--- config.mk ---
export PLATFORM = sky130hd
export DESIGN_NAME = ifetch_unit
export DESIGN_NICKNAME = d
export VERILOG_FILES = /design/src/rtl/dlx_pkg.sv /design/src/rtl/fetch_fifo.sv /design/src/rtl/ifetch_unit.sv
export SDC_FILE = /design/constraint.sdc
export NUM_CORES = 1
export LEC_CHECK = 0
export CAP_MARGIN = 20
export CORE_ASPECT_RATIO = 0.5
export CORE_UTILIZATION = 55
export CTS_CLUSTER_SIZE = 10
export DETAILED_ROUTE_END_ITERATION = 10
export GPL_ROUTABILITY_DRIVEN = 0
export HOLD_SLACK_MARGIN = 0.15
export PLACE_DENSITY = 0.88
export SKIP_LAST_GASP = 1
export SLEW_MARGIN = 10
export SYNTH_ARGS = -nofsm -noshare
export SYNTH_HDL_FRONTEND = slang
export SYNTH_SLANG_ARGS = --single-unit
--- constraint.sdc ---
create_clock -name clk -period 6.1 [get_ports clk]
set_input_delay 0.915 -clock clk [delete_from_list [all_inputs] [get_ports clk]]
set_output_delay 0.915 -clock clk [all_outputs]
set_load 0.005 [all_outputs]
--- src/rtl/dlx_pkg.sv ---
// rtl/dlx_pkg.sv - shared DLX word constants, fetch FSM state type and sign-extension helper
package dlx_pkg;

    localparam int                WORD_W      = 32;
    localparam logic [WORD_W-1:0] INSTR_BYTES = 32'd4;

    typedef enum logic [1:0] {
        IDLE = 2'd0,
        REQ  = 2'd1,
        WAIT = 2'd2,
        DROP = 2'd3
    } ifu_state_t;

    function automatic logic [WORD_W-1:0] sext16to32(input logic [15:0] v);
        return {{16{v[15]}}, v};
    endfunction

endpackage

--- src/rtl/fetch_fifo.sv ---
// rtl/fetch_fifo.sv - 2-entry {instr, pc} queue between instruction memory and decode
// Ports: clk, rst_n (async active-low); i_push/i_data write an entry; i_pop drops the head
// (ignored when empty); i_flush empties the queue and wins over push; o_head is the oldest
// entry; o_count is the occupancy 0..2.
module fetch_fifo
    import dlx_pkg::*;
(
    input  logic                  clk,
    input  logic                  rst_n,
    input  logic                  i_push,
    input  logic [2*WORD_W-1:0]   i_data,
    input  logic                  i_pop,
    input  logic                  i_flush,
    output logic [2*WORD_W-1:0]   o_head,
    output logic [1:0]            o_count
);

    logic [2*WORD_W-1:0] r_mem [2];
    logic                r_rd_ptr;
    logic                r_wr_ptr;
    logic [1:0]          r_count;

    logic w_pop;
    logic w_push;

    assign w_pop  = i_pop & (r_count != 2'd0);
    // A full queue can still take a push when the head leaves in the same cycle:
    // the write lands in the slot being vacated.
    assign w_push = i_push & ((r_count != 2'd2) | w_pop);

    always_ff @(posedge clk or negedge rst_n) begin
        if (!rst_n) begin
            r_mem[0] <= '0;
            r_mem[1] <= '0;
            r_rd_ptr <= 1'b0;
            r_wr_ptr <= 1'b0;
            r_count  <= 2'd0;
        end else if (i_flush) begin
            r_rd_ptr <= 1'b0;
            r_wr_ptr <= 1'b0;
            r_count  <= 2'd0;
        end else begin
            if (w_push) begin
                r_mem[r_wr_ptr] <= i_data;
                r_wr_ptr        <= ~r_wr_ptr;
            end
            if (w_pop) begin
                r_rd_ptr <= ~r_rd_ptr;
            end
            r_count <= r_count + {1'b0, w_push} - {1'b0, w_pop};
        end
    end

    assign o_head  = r_mem[r_rd_ptr];
    assign o_count = r_count;

endmodule

--- src/rtl/ifetch_unit.sv ---
// rtl/ifetch_unit.sv - DLX fetch stage: PC, one-outstanding memory request FSM, redirects
// Ports: clk, rst_n (async active-low); imem_req_valid/imem_req_ready/imem_addr request
// channel; imem_rsp_valid/imem_rsp_data in-order response; instr_valid/instr/instr_pc buffer
// head to decode, consumed by dec_ready; dec_valid qualifies the redirect inputs dec_pc4,
// branch, branch_ne, jump, jump_reg, zero, boff, joff, reg_target.
module ifetch_unit
    import dlx_pkg::*;
#(
    parameter logic [WORD_W-1:0] RESET_PC = 32'h0000_0000,
    parameter int                JOFF_W   = 26
) (
    input  logic              clk,
    input  logic              rst_n,
    output logic              imem_req_valid,
    input  logic              imem_req_ready,
    output logic [WORD_W-1:0] imem_addr,
    input  logic              imem_rsp_valid,
    input  logic [WORD_W-1:0] imem_rsp_data,
    output logic              instr_valid,
    output logic [WORD_W-1:0] instr,
    output logic [WORD_W-1:0] instr_pc,
    input  logic              dec_ready,
    input  logic              dec_valid,
    input  logic [WORD_W-1:0] dec_pc4,
    input  logic              branch,
    input  logic              branch_ne,
    input  logic              jump,
    input  logic              jump_reg,
    input  logic              zero,
    input  logic [15:0]       boff,
    input  logic [JOFF_W-1:0] joff,
    input  logic [WORD_W-1:0] reg_target
);

    ifu_state_t          r_state;
    logic [WORD_W-1:0]   r_fetch_pc;
    logic [WORD_W-1:0]   r_inflight_pc;
    logic                r_req_valid;

    logic [WORD_W-1:0]   w_jump_target;
    logic [WORD_W-1:0]   w_branch_target;
    logic [WORD_W-1:0]   w_target;
    logic                w_branch_taken;
    logic                w_redirect;
    logic                w_accept;
    logic                w_push;
    logic                w_room_after_push;
    logic [1:0]          w_count;
    logic [2*WORD_W-1:0] w_head;

    assign w_jump_target   = dec_pc4 + {{(WORD_W-JOFF_W){joff[JOFF_W-1]}}, joff};
    assign w_branch_target = dec_pc4 + sext16to32(boff);
    assign w_branch_taken  = (branch & zero) | (branch_ne & ~zero);
    assign w_redirect      = dec_valid & (jump_reg | jump | w_branch_taken);

    always_comb begin
        if (jump_reg) begin
            w_target = reg_target;
        end else if (jump) begin
            w_target = w_jump_target;
        end else begin
            w_target = w_branch_target;
        end
        w_target[1:0] = 2'b00;
    end

    assign w_accept = (r_state == REQ) & imem_req_ready;
    assign w_push   = (r_state == WAIT) & imem_rsp_valid;
    // Space left once the arriving word is written, counting a same-cycle pop.
    assign w_room_after_push = (w_count == 2'd0) | ((w_count == 2'd1) & dec_ready);

    always_ff @(posedge clk or negedge rst_n) begin
        if (!rst_n) begin
            r_state       <= IDLE;
            r_req_valid   <= 1'b0;
            r_fetch_pc    <= RESET_PC;
            r_inflight_pc <= '0;
        end else begin
            if (w_accept) begin
                r_inflight_pc <= r_fetch_pc;
            end
            if (w_redirect) begin
                r_fetch_pc <= w_target;
            end else if (w_accept) begin
                r_fetch_pc <= r_fetch_pc + INSTR_BYTES;
            end

            case (r_state)
                IDLE: begin
                    // Nothing is outstanding here, so only buffer occupancy gates a request.
                    if (w_redirect || (w_count != 2'd2)) begin
                        r_state     <= REQ;
                        r_req_valid <= 1'b1;
                    end
                end
                REQ: begin
                    // An accepted address is already in flight; a redirect must discard it.
                    if (w_accept) begin
                        r_state     <= w_redirect ? DROP : WAIT;
                        r_req_valid <= 1'b0;
                    end
                end
                WAIT: begin
                    if (imem_rsp_valid) begin
                        if (w_redirect || w_room_after_push) begin
                            r_state     <= REQ;
                            r_req_valid <= 1'b1;
                        end else begin
                            r_state     <= IDLE;
                            r_req_valid <= 1'b0;
                        end
                    end else if (w_redirect) begin
                        r_state <= DROP;
                    end
                end
                DROP: begin
                    // The stale word is discarded whether or not a new redirect arrives with it.
                    if (imem_rsp_valid) begin
                        r_state     <= REQ;
                        r_req_valid <= 1'b1;
                    end
                end
                default: begin
                    r_state     <= IDLE;
                    r_req_valid <= 1'b0;
                end
            endcase
        end
    end

    fetch_fifo u_fetch_fifo (
        .clk     (clk),
        .rst_n   (rst_n),
        .i_push  (w_push),
        .i_data  ({imem_rsp_data, r_inflight_pc}),
        .i_pop   (dec_ready),
        .i_flush (w_redirect),
        .o_head  (w_head),
        .o_count (w_count)
    );

    assign imem_req_valid = r_req_valid;
    assign imem_addr      = r_fetch_pc;
    assign instr_valid    = (w_count != 2'd0);
    assign instr          = w_head[2*WORD_W-1:WORD_W];
    assign instr_pc       = w_head[WORD_W-1:0];

endmodule

* After elaboration in Yosys (flattened, before gate mapping)
Index checks and enable logic that the tools add are counted.
** Storage, ports and cells
- Register bits after elaboration :: 199
** Operators by class
- Add/sub/neg operators :: 5
- Magnitude comparators :: 3
- Equal/unequal tests :: 10
- Muxes and demuxes :: 29
- Bitwise logic cells :: 19
- Reduce and logical (&&, ||, !) cells :: 12
** Operators by type and width (number)
- $mux 64 :: 4
- $bwmux 128 :: 1
- $mux 32 :: 4
- $add 32x32->32 :: 2
- $demux 64 s1 :: 1
- $add 32x3->32 const B :: 1
- $mux 2 :: 6
- $mux 1 :: 11
- $ne 2x2->1 const B :: 5
- $and 1x1->1 :: 8
- $pmux 2 s4 :: 1
- $reduce_and 4->1 :: 2
- $reduce_bool 2->1 :: 4
- $or 1x1->1 :: 5
- $eq 2x1->1 const B :: 2
- $eq 2x2->1 const B :: 2
- $ge 2x2->1 const B :: 2
- $logic_not 2->1 :: 2
- $not 1->1 :: 4
- $not 1->2 :: 2
- $pmux 1 s4 :: 1
- $ne 3x3->1 const B :: 1
- $add 2x1->2 :: 1
- $logic_or 1x1->1 :: 2
- 4 further kinds :: 4

* Logic depth before layout (Yosys ltp)
Gate-level depths: netlist of the first run.
- Depth after elaboration :: 9
- Mapped depth :: 15
- Gate-level depth less buffers :: 12

* Modules after synthesis
From an unflattened synthesis of the first run, not the netlist that was laid out.
** Unflattened totals
- Cells, all modules :: 1031
- Area, all modules :: 11143.2 um^2
** By module, submodules not included
- fetch_fifo :: instances 1, cells each 364, area each 5906.9 um^2, sequential area each 3303.2 um^2
- ifetch_unit :: instances 1, cells each 667, area each 5236.3 um^2, sequential area each 1576.5 um^2

* Least setup slack after synthesis of the first run
Ideal clock, no wire load.
- Path kind :: input to register
- From :: input jump
- To :: register r_fetch_pc[25], in the netlist imem_addr[25]
- Data arrival time :: 4.283 ns
- Required time :: 5.980 ns
- Slack :: 1.697 ns
- Cell stages on the path :: 13
- Buffers on the path :: 2
- Path through :: buf_1 -> buf_1 -> mux2_2 -> ha_1 -> and4_1 -> o2111a_1 -> a221oi_4 -> a22oi_2 -> a221o_1 -> a21oi_2 -> o21ai_1 -> or4_1 -> and3_1
** On the way
- Longest elaborated chain between the ends :: 4
- Elaborated cells between the ends (all ways) :: 7
- Those cells by class :: mux (3); bitwise (3); reduce/logical (1)
** RTL lines
- from (decl) :: line ifetch_unit.sv:27 : input logic jump,
- $or 1x1->1 (2 in series) :: line ifetch_unit.sv:54 : assign w_redirect = dec_valid & (jump_reg | jump | w_branch_taken);
- $and 1x1->1 :: line ifetch_unit.sv:54
- $mux 32 or $reduce_bool 2->1 (tied branches)
- to (signal assigned) :: line ifetch_unit.sv:83 : r_fetch_pc <= w_target;
- to (signal assigned) :: line ifetch_unit.sv:85 : r_fetch_pc <= r_fetch_pc + INSTR_BYTES;
- to (decl) :: line ifetch_unit.sv:36 : logic [WORD_W-1:0] r_fetch_pc;
Several ways; a longest one is shown, not always the timed one.
A chain may end at the register's enable or synchronous reset.

* Final worst setup path of the first run
- From :: input jump
- To :: register r_fetch_pc[31], in the netlist imem_addr[31]
Same word-level chain as after synthesis.

==> results of run 1 <==
metrics by stage:
step / utilization, % / setup WS [ns] / area [sq um]
after floorplan: - / 1.70 / 10400
after global placement: 70.4 / 1.36 / 13000
final: 73.6 / 1.66 / 13600
after global routing: 73.6 / 1.51 / 13600
after detailed placement: 70.4 / 1.28 / 13000
after CTS: 73.5 / 1.71 / 13500
cell usage after synthesis (3+ instances only):
master	instances
a221oi_1	3
nor2_1	41
a31oi_1	6
clkbuf_1	30
a211oi_1	17
a21o_1	11
mux2i_1	4
buf_2	6
nand3_1	14
and4_1	5
a21oi_1	43
and2_1	7
a21boi_0	3
nor3_1	3
ha_1	37
buf_1	8
xor2_1	32
mux2_2	203
nand3b_1	5
inv_1	14
o21ai_0	20
nand2_1	135
o21a_1	5
buf_4	4
nand4_1	14
nand2b_1	5
and3_1	5
dfrtp_1	191
xnor2_1	25
critical path, cell delays in order:
cell and delay, ns:
clkdlybuf4s50_1 0.45, buf_4 0.33, mux2_2 0.39, ha_1 0.32, a21oi_1 0.24, o211ai_2 0.17, a221oi_4 0.44, o31ai_2 0.19
a2111oi_4 0.42, o31ai_1 0.19, a21o_1 0.24, a211o_1 0.30, a31oi_1 0.18
routing by layer:
layer	track usage [%]	share of wire (%)
met5	0	0
met4	9.98	2.6
met3	3.76	5.6
met2	45.3	48
met1	35.3	43
worst max-delay path by stage:
stage | cells past startpoint | slack, ns | to
2_1_floorplan | 13 | 1.70 | imem_addr[25]$_DFFE_PN0P_
3_3_place_gp | 13 | 1.36 | imem_addr[25]$_DFFE_PN0P_
3_5_place_dp | 13 | 1.28 | imem_addr[31]$_DFFE_PN0P_
4_1_cts | 13 | 1.71 | imem_addr[31]$_DFFE_PN0P_
5_1_grt | 13 | 1.51 | imem_addr[31]$_DFFE_PN0P_
6_report | 13 | 1.66 | imem_addr[31]$_DFFE_PN0P_
power groups by stage:
| stage | Sequential (mW) | Combinational (mW) | Clock (mW) |
|---|---|---|---|
| global route | 2.09 | 2.21 | 1.13 |
| floorplan | 1.91 | 1.14 | 0 |
| detailed placement | 2.04 | 2.01 | 0 |
| CTS | 2.03 | 2.04 | 1.08 |
| finish | 2.03 | 2.03 | 1.06 |
| global placement | 1.99 | 1.95 | 0 |
state kept, by name, indices dropped and copies added (netlist names):
| register | count |
|---|---|
| u_fetch_fifo.o_count | 2 |
| u_fetch_fifo.r_rd_ptr | 1 |
| r_state | 2 |
| imem_addr | 30 |
| u_fetch_fifo.r_wr_ptr | 1 |
| u_fetch_fifo.r_mem | 124 |
| imem_req_valid | 1 |
| r_inflight_pc | 30 |
cell type report:
type | instances | area share (%)
Inverter | 14 | 0.387
Timing Repair Buffer | 249 | 18.3
Clock inverter | 10 | 0.784
Sequential cell | 191 | 35.2
Multi-Input combinational cell | 685 | 39.6
Clock buffer | 21 | 3.32
Tap cell | 259 | 2.39
cell families (layout without fill, tap and decap cells):
kind of cell / Yosys count / count (layout)
flip-flops: 191 / 191
other: 1 / 4
XOR/XNOR: 57 / 57
adder cells (fa/ha/maj): 37 / 37
AO/OA/AOI/OAI: 138 / 138
multiplexers: 208 / 208
AND/OR/NAND/NOR: 241 / 241
buffers and inverters: 62 / 294
==> impl_metrics.json, run 1 <==
{
  "status": "finished clean",
  "num_rows": 35,
  "synth_mux_area_share_pct": 22.6,
  "cts.path.max_buffers": 2,
  "synthXorXnorAreaFrac_pct": 4.82,
  "pwr-share-clk_pct": 20.7,
  "ant_nets": 0,
  "p_leak_nw": 6.08,
  "synth_cell_types": 59,
  "grt_use_total_pct": 26.7,
  "async_reset_ff_share_pct": 100,
  "num_vias": 8011,
  "clock_skew_ns": 0.00986,
  "final_common_cell": "clkdlybuf4s50_1",
  "cp_data_arrival_time_ns": 4.78,
  "drv_cap": 0,
  "numClockSinks": 191,
  "ys_seq_elements": 191,
  "port_buffers": 240,
  "via_per_inst": 5.61,
  "period_share_pct": 72.8,
  "ctsHoldBuffers": 0,
  "path_class": "in2reg",
  "grt_pass1_wl_um": 41100,
  "grt_pass1_vias": 8215,
  "reg2reg_slack_ns": 3.27,
  "max_freq_mhz": 225,
  "synth_adder_area_share_pct": 4.47,
  "yosysTopAreaCellShare_pct": 46.1,
  "p_switching_mw": 1.61,
  "core_sq_um": 18400,
  "area.sequential_sq_um": 4780,
  "overflow": 0,
  "end_kind": "register",
  "ys_warn_count": 0,
  "yosys.area.top_type": "dfrtp_1",
  "p_seq_share_pct": 39.6,
  "setup_viol_count_final": 0,
  "synth_top_family_by_area": "multiplexers",
  "layout_common_cells": "238 x clkdlybuf4s50_1, 203 x mux2_2, 190 x dfrtp_1",
  "insertion_delay_ns": 0.42,
  "rsz0062_at_grt": "no",
  "combPwrFrac_pct": 39.6,
  "synthesis.area_sq_um": 10400,
  "relSlewSlack_pct": 35.3,
  "synthTopCellsByArea": "dfrtp_1 46%, mux2_2 22%, nand2_1 4.9%, ha_1 4.5%, xor2_1 2.7%",
  "whs_ns": 0.486,
  "root_buffer": "clkbuf_16",
  "peakVddDrop_mv": 0.208,
  "final_max_slew_viol_count": 0,
  "grt_max_degree": 82,
  "post_cts_buffers": 0,
  "post_synth.cell_area_avg_sq_um": 11.1,
  "path_max_fanout": 29,
  "hpwl_um": 17600,
  "ctsResizeCount": 0,
  "final_layout_size_suffix_gt1_share_pct": 21.9,
  "final_hold_viol_count": 0,
  "dieArea_sq_um": 19400,
  "synth-compound-area-share_pct": 9.15,
  "tightest_slew_ns": 0.970,
  "rr_startpoint": "r_state[1]$_DFFE_PN0P_",
  "synth-simple-area-share_pct": 10.3,
  "reg2reg_depth": 11,
  "power.internal_mw": 3.52,
  "r2r-end": "imem_addr[31]$_DFFE_PN0P_",
  "place_inst": 1397,
  "area_growth_pct": 30.9,
  "boundaryPins": 247,
  "fill_cells": 1225,
  "startpoint": "jump",
  "seq_area_frac_synth_pct": 46.1,
  "holdCritPathClass": "in2async",
  "nNetsFinal": 1344,
  "wl_per_cell_um": 17.8,
  "p_per_area_nw_per_um2": 378,
  "cts_tree": "yes",
  "drt_iter0_markers": 412,
  "routed_wl_um": 25400,
  "htree_levels": 4,
  "die_h_um": 99.0,
  "synthCells": 935,
  "synth_enable_flop_cells": 0,
  "diodes": 0,
  "cts_inserted_buffers": 17,
  "instances_no_fill": 1429,
  "first_pass_iters": 5,
  "switching_share_pct": 31.4,
  "antenna_found_initial": 0,
  "route.detailed.drc": 0,
  "worst_setup_path_start_kind": "input port",
  "timing.final.crit_period_ns": 4.44,
  "path_clk_slew_ns": 0.07,
  "required_ns": 6.44,
  "start_util_pct": 56.2,
  "fin_setup_tns_ns": 0,
  "totalPowerFinal_mw": 5.13,
  "fp.dieW_um": 196,
  "multi_input_area_sq_um": 5370,
  "synthFlopType": "dfrtp_1"
}
Note: power is estimated with default switching activity, not from simulation.
==> run 2, diff against run 1 <==
--- a/config.mk
+++ b/config.mk
@@ -7,12 +7,12 @@
 export LEC_CHECK = 0
 export CAP_MARGIN = 20
 export CORE_ASPECT_RATIO = 0.5
-export CORE_UTILIZATION = 55
+export CORE_UTILIZATION = 46
 export CTS_CLUSTER_SIZE = 10
 export DETAILED_ROUTE_END_ITERATION = 10
 export GPL_ROUTABILITY_DRIVEN = 0
 export HOLD_SLACK_MARGIN = 0.15
-export PLACE_DENSITY = 0.88
+export PLACE_DENSITY = 0.79
 export SKIP_LAST_GASP = 1
 export SLEW_MARGIN = 10
 export SYNTH_ARGS = -nofsm -noshare
==> constraint.sdc (replaced) <==
create_clock -name clk -period 3.9 [get_ports clk]
set_input_delay 0.585 -clock clk [delete_from_list [all_inputs] [get_ports clk]]
set_output_delay 0.585 -clock clk [all_outputs]
set_load 0.005 [all_outputs]
==> run 2 against run 1 <==
Final cell count up 6.7%. Via count up 1.1%. Clock power up 90%. Wire length up 3.8%. Count of clock-buffer cells in the layout down 3. Die area up 19%. Global-route usage down 3.5 points. Worst hold slack worse by 0.23 ns. Power up 65%. Sequential share of layout area down 1.5 points. Clock skew down 0.0034 ns. Non-clock buffer count up 55. Critical path type unchanged. Largest cell class unchanged.
==> impl_metrics.json, run 2 (synthesized netlist as in run 1, its figures left out) <==
{
  "max_freq_mhz": 270,
  "setup_slack_ns": 0.193,
  "cts.path.max_buffers": 2,
  "drv_cap": 0,
  "antenna_found_initial": 0,
  "via_per_inst": 5.31,
  "grt_pass1_vias": 8341,
  "insertion_delay_ns": 0.43,
  "drt_iter0_markers": 477,
  "start_util_pct": 47.4,
  "area_growth_pct": 36.8,
  "utilization_pct": 64.8,
  "final_max_slew_viol_count": 0,
  "largest-register": "u_fetch_fifo.r_mem",
  "relSlewSlack_pct": 36.1,
  "boundaryPins": 247,
  "worst_setup_path_start_kind": "input port",
  "status": "finished clean",
  "pwr-share-clk_pct": 23.8,
  "cts_inserted_buffers": 17,
  "ctsResizeCount": 0,
  "place_area_sq_um": 13500,
  "first_pass_iters": 4,
  "layout_common_cells": "238 x clkdlybuf4s50_1, 203 x mux2_2, 190 x dfrtp_1",
  "period_share_pct": 95.1,
  "setup_viol_count_final": 0,
  "ctsHoldBuffers": 0,
  "fin_area_sq_um": 14200,
  "num_vias": 8096,
  "port_buffers": 240,
  "timing.final.crit_period_ns": 3.71,
  "critPathSlowestCell": "clkdlybuf4s50_1",
  "die_h_um": 108,
  "critical_path.max_stage_delay_ns": 0.48,
  "core_sq_um": 21900,
  "cts_tree": "yes",
  "path_clk_slew_ns": 0.07,
  "place_inst": 1494,
  "final_layout_size_suffix_gt1_share_pct": 25.6,
  "ant_nets": 0,
  "p_leak_nw": 6.42,
  "holdCritPathClass": "in2async",
  "rsz0062_at_grt": "no",
  "clock_skew_ns": 0.00644,
  "path_max_fanout": 6,
  "grt_use_total_pct": 23.2,
  "grt_max_degree": 121,
  "diodes": 0,
  "p_per_area_nw_per_um2": 596,
  "numClockSinks": 191,
  "cp_data_arrival_time_ns": 4.06,
  "route.detailed.drc": 0,
  "power.internal_mw": 5.90,
  "post_cts_buffers": 0,
  "path_class": "in2reg",
  "htree_levels": 4,
  "tightest_slew_ns": 0.958,
  "critical_path.cell_chain": "clkdlybuf4s50_1 > buf_4 > mux2_2 > ha_1 > a211oi_1 > o21ai_1 > a221oi_4 > o31ai_2 > a2111oi_4 > o31ai_1 > a21o_1 > a211o_1 > a31oi_1",
  "largest_reg_flops": 124,
  "wl_per_cell_um": 17.3,
  "hpwl_um": 19600,
  "p_switching_mw": 2.55,
  "nNetsFinal": 1399,
  "overflow": 0,
  "fp.dieW_um": 214,
  "final_hold_viol_count": 0,
  "dieArea_sq_um": 23200,
  "root_buffer": "clkbuf_16",
  "pre_cts_ws_ns": -0.219,
  "instances_no_fill": 1525,
  "num_rows": 38,
  "end_kind": "register",
  "combPwrFrac_pct": 38.7,
  "p_seq_share_pct": 37.5,
  "grt_pass1_wl_um": 42600,
  "peakVddDrop_mv": 0.293,
  "required_ns": 4.25,
  "switching_share_pct": 30.1,
  "final_common_cell": "clkdlybuf4s50_1",
  "routed_wl_um": 26400
}
[run 2: cell count changes in the layout (fill, tap and decap cells not counted), moves of 2 or more]
| cell | before | now |
|---|---|---|
| buf_4 | 8 | 62 |
| bufinv_16 | 1 | 6 |
| clkbuf_1 | 3 | 0 |
| clkinv_4 | 3 | 1 |
| clkinvlp_4 | 2 | 0 |
| inv_8 | 0 | 2 |
[run 2: final cells by class]
type | count | area [sq um]
clock buffers | 18 | 439
clock inverters | 13 | 246
fillers | 1677 | 7700
inverters | 14 | 52.6
multi-input cells | 685 | 5370
flip-flops and latches | 191 | 4780
well taps | 300 | 375
repair buffers | 304 | 2910
[run 2: metal layers]
layer  track usage (%)  share of wire [%]  up-vias
li1                  -                  -     3864
met1              30.1                 45     3994
met2              40.6                 49      209
met3              3.38                3.7       29
met4              7.60                1.7        0
met5                 0                  0        -
[run 2: power groups by stage]
stage / clock network [mW] / registers, mW / logic, mW
6_report: 2.01 / 3.17 / 3.27
5_1_grt: 2.13 / 3.26 / 3.55
4_1_cts: 2.05 / 3.17 / 3.31
3_5_place_dp: 0 / 3.19 / 3.27
3_3_place_gp: 0 / 3.12 / 3.18
2_1_floorplan: 0 / 2.99 / 1.79
[run 2: path summary, 6_finish.rpt]
| check | from | end | slack, ns | cells past startpoint |
|---|---|---|---|---|
| worst max register to register | r_state[1]$_DFFE_PN0P_ | imem_addr[31]$_DFFE_PN0P_ | 1.09 | 11 |
| max in group asynchronous | rst_n | u_fetch_fifo.r_mem[91]$_DFFE_PN0P_ | 2.69 | 2 |
| worst max-delay path | jump | imem_addr[31]$_DFFE_PN0P_ | 0.19 | 13 |
| worst min-delay path | rst_n | u_fetch_fifo.r_mem[98]$_DFFE_PN0P_ | 0.25 | 1 |
| min in group clk | u_fetch_fifo.r_mem[51]$_DFFE_PN0P_ | u_fetch_fifo.r_mem[51]$_DFFE_PN0P_ | 0.50 | 1 |
| worst min register to register | u_fetch_fifo.r_mem[51]$_DFFE_PN0P_ | u_fetch_fifo.r_mem[51]$_DFFE_PN0P_ | 0.50 | 1 |
[run 2: critical path, delay by kind of cell]
kind	cells	cell delay (ns)
AOI/OAI and AO/OA	9	2.16
buffers and inverters	2	0.64
muxes	1	0.35
adders and majority gates	1	0.32
[run 2: through the flow]
step           setup TNS [ns]  power, mW  hold slack [ns]
2_1_floorplan               0       4.78            0.289
3_3_place_gp           -0.635       6.30            0.475
3_5_place_dp           -0.982       6.46            0.484
4_1_cts                     0       8.52            0.328
5_1_grt                     0       8.95            0.333
6_report                    0       8.45            0.254
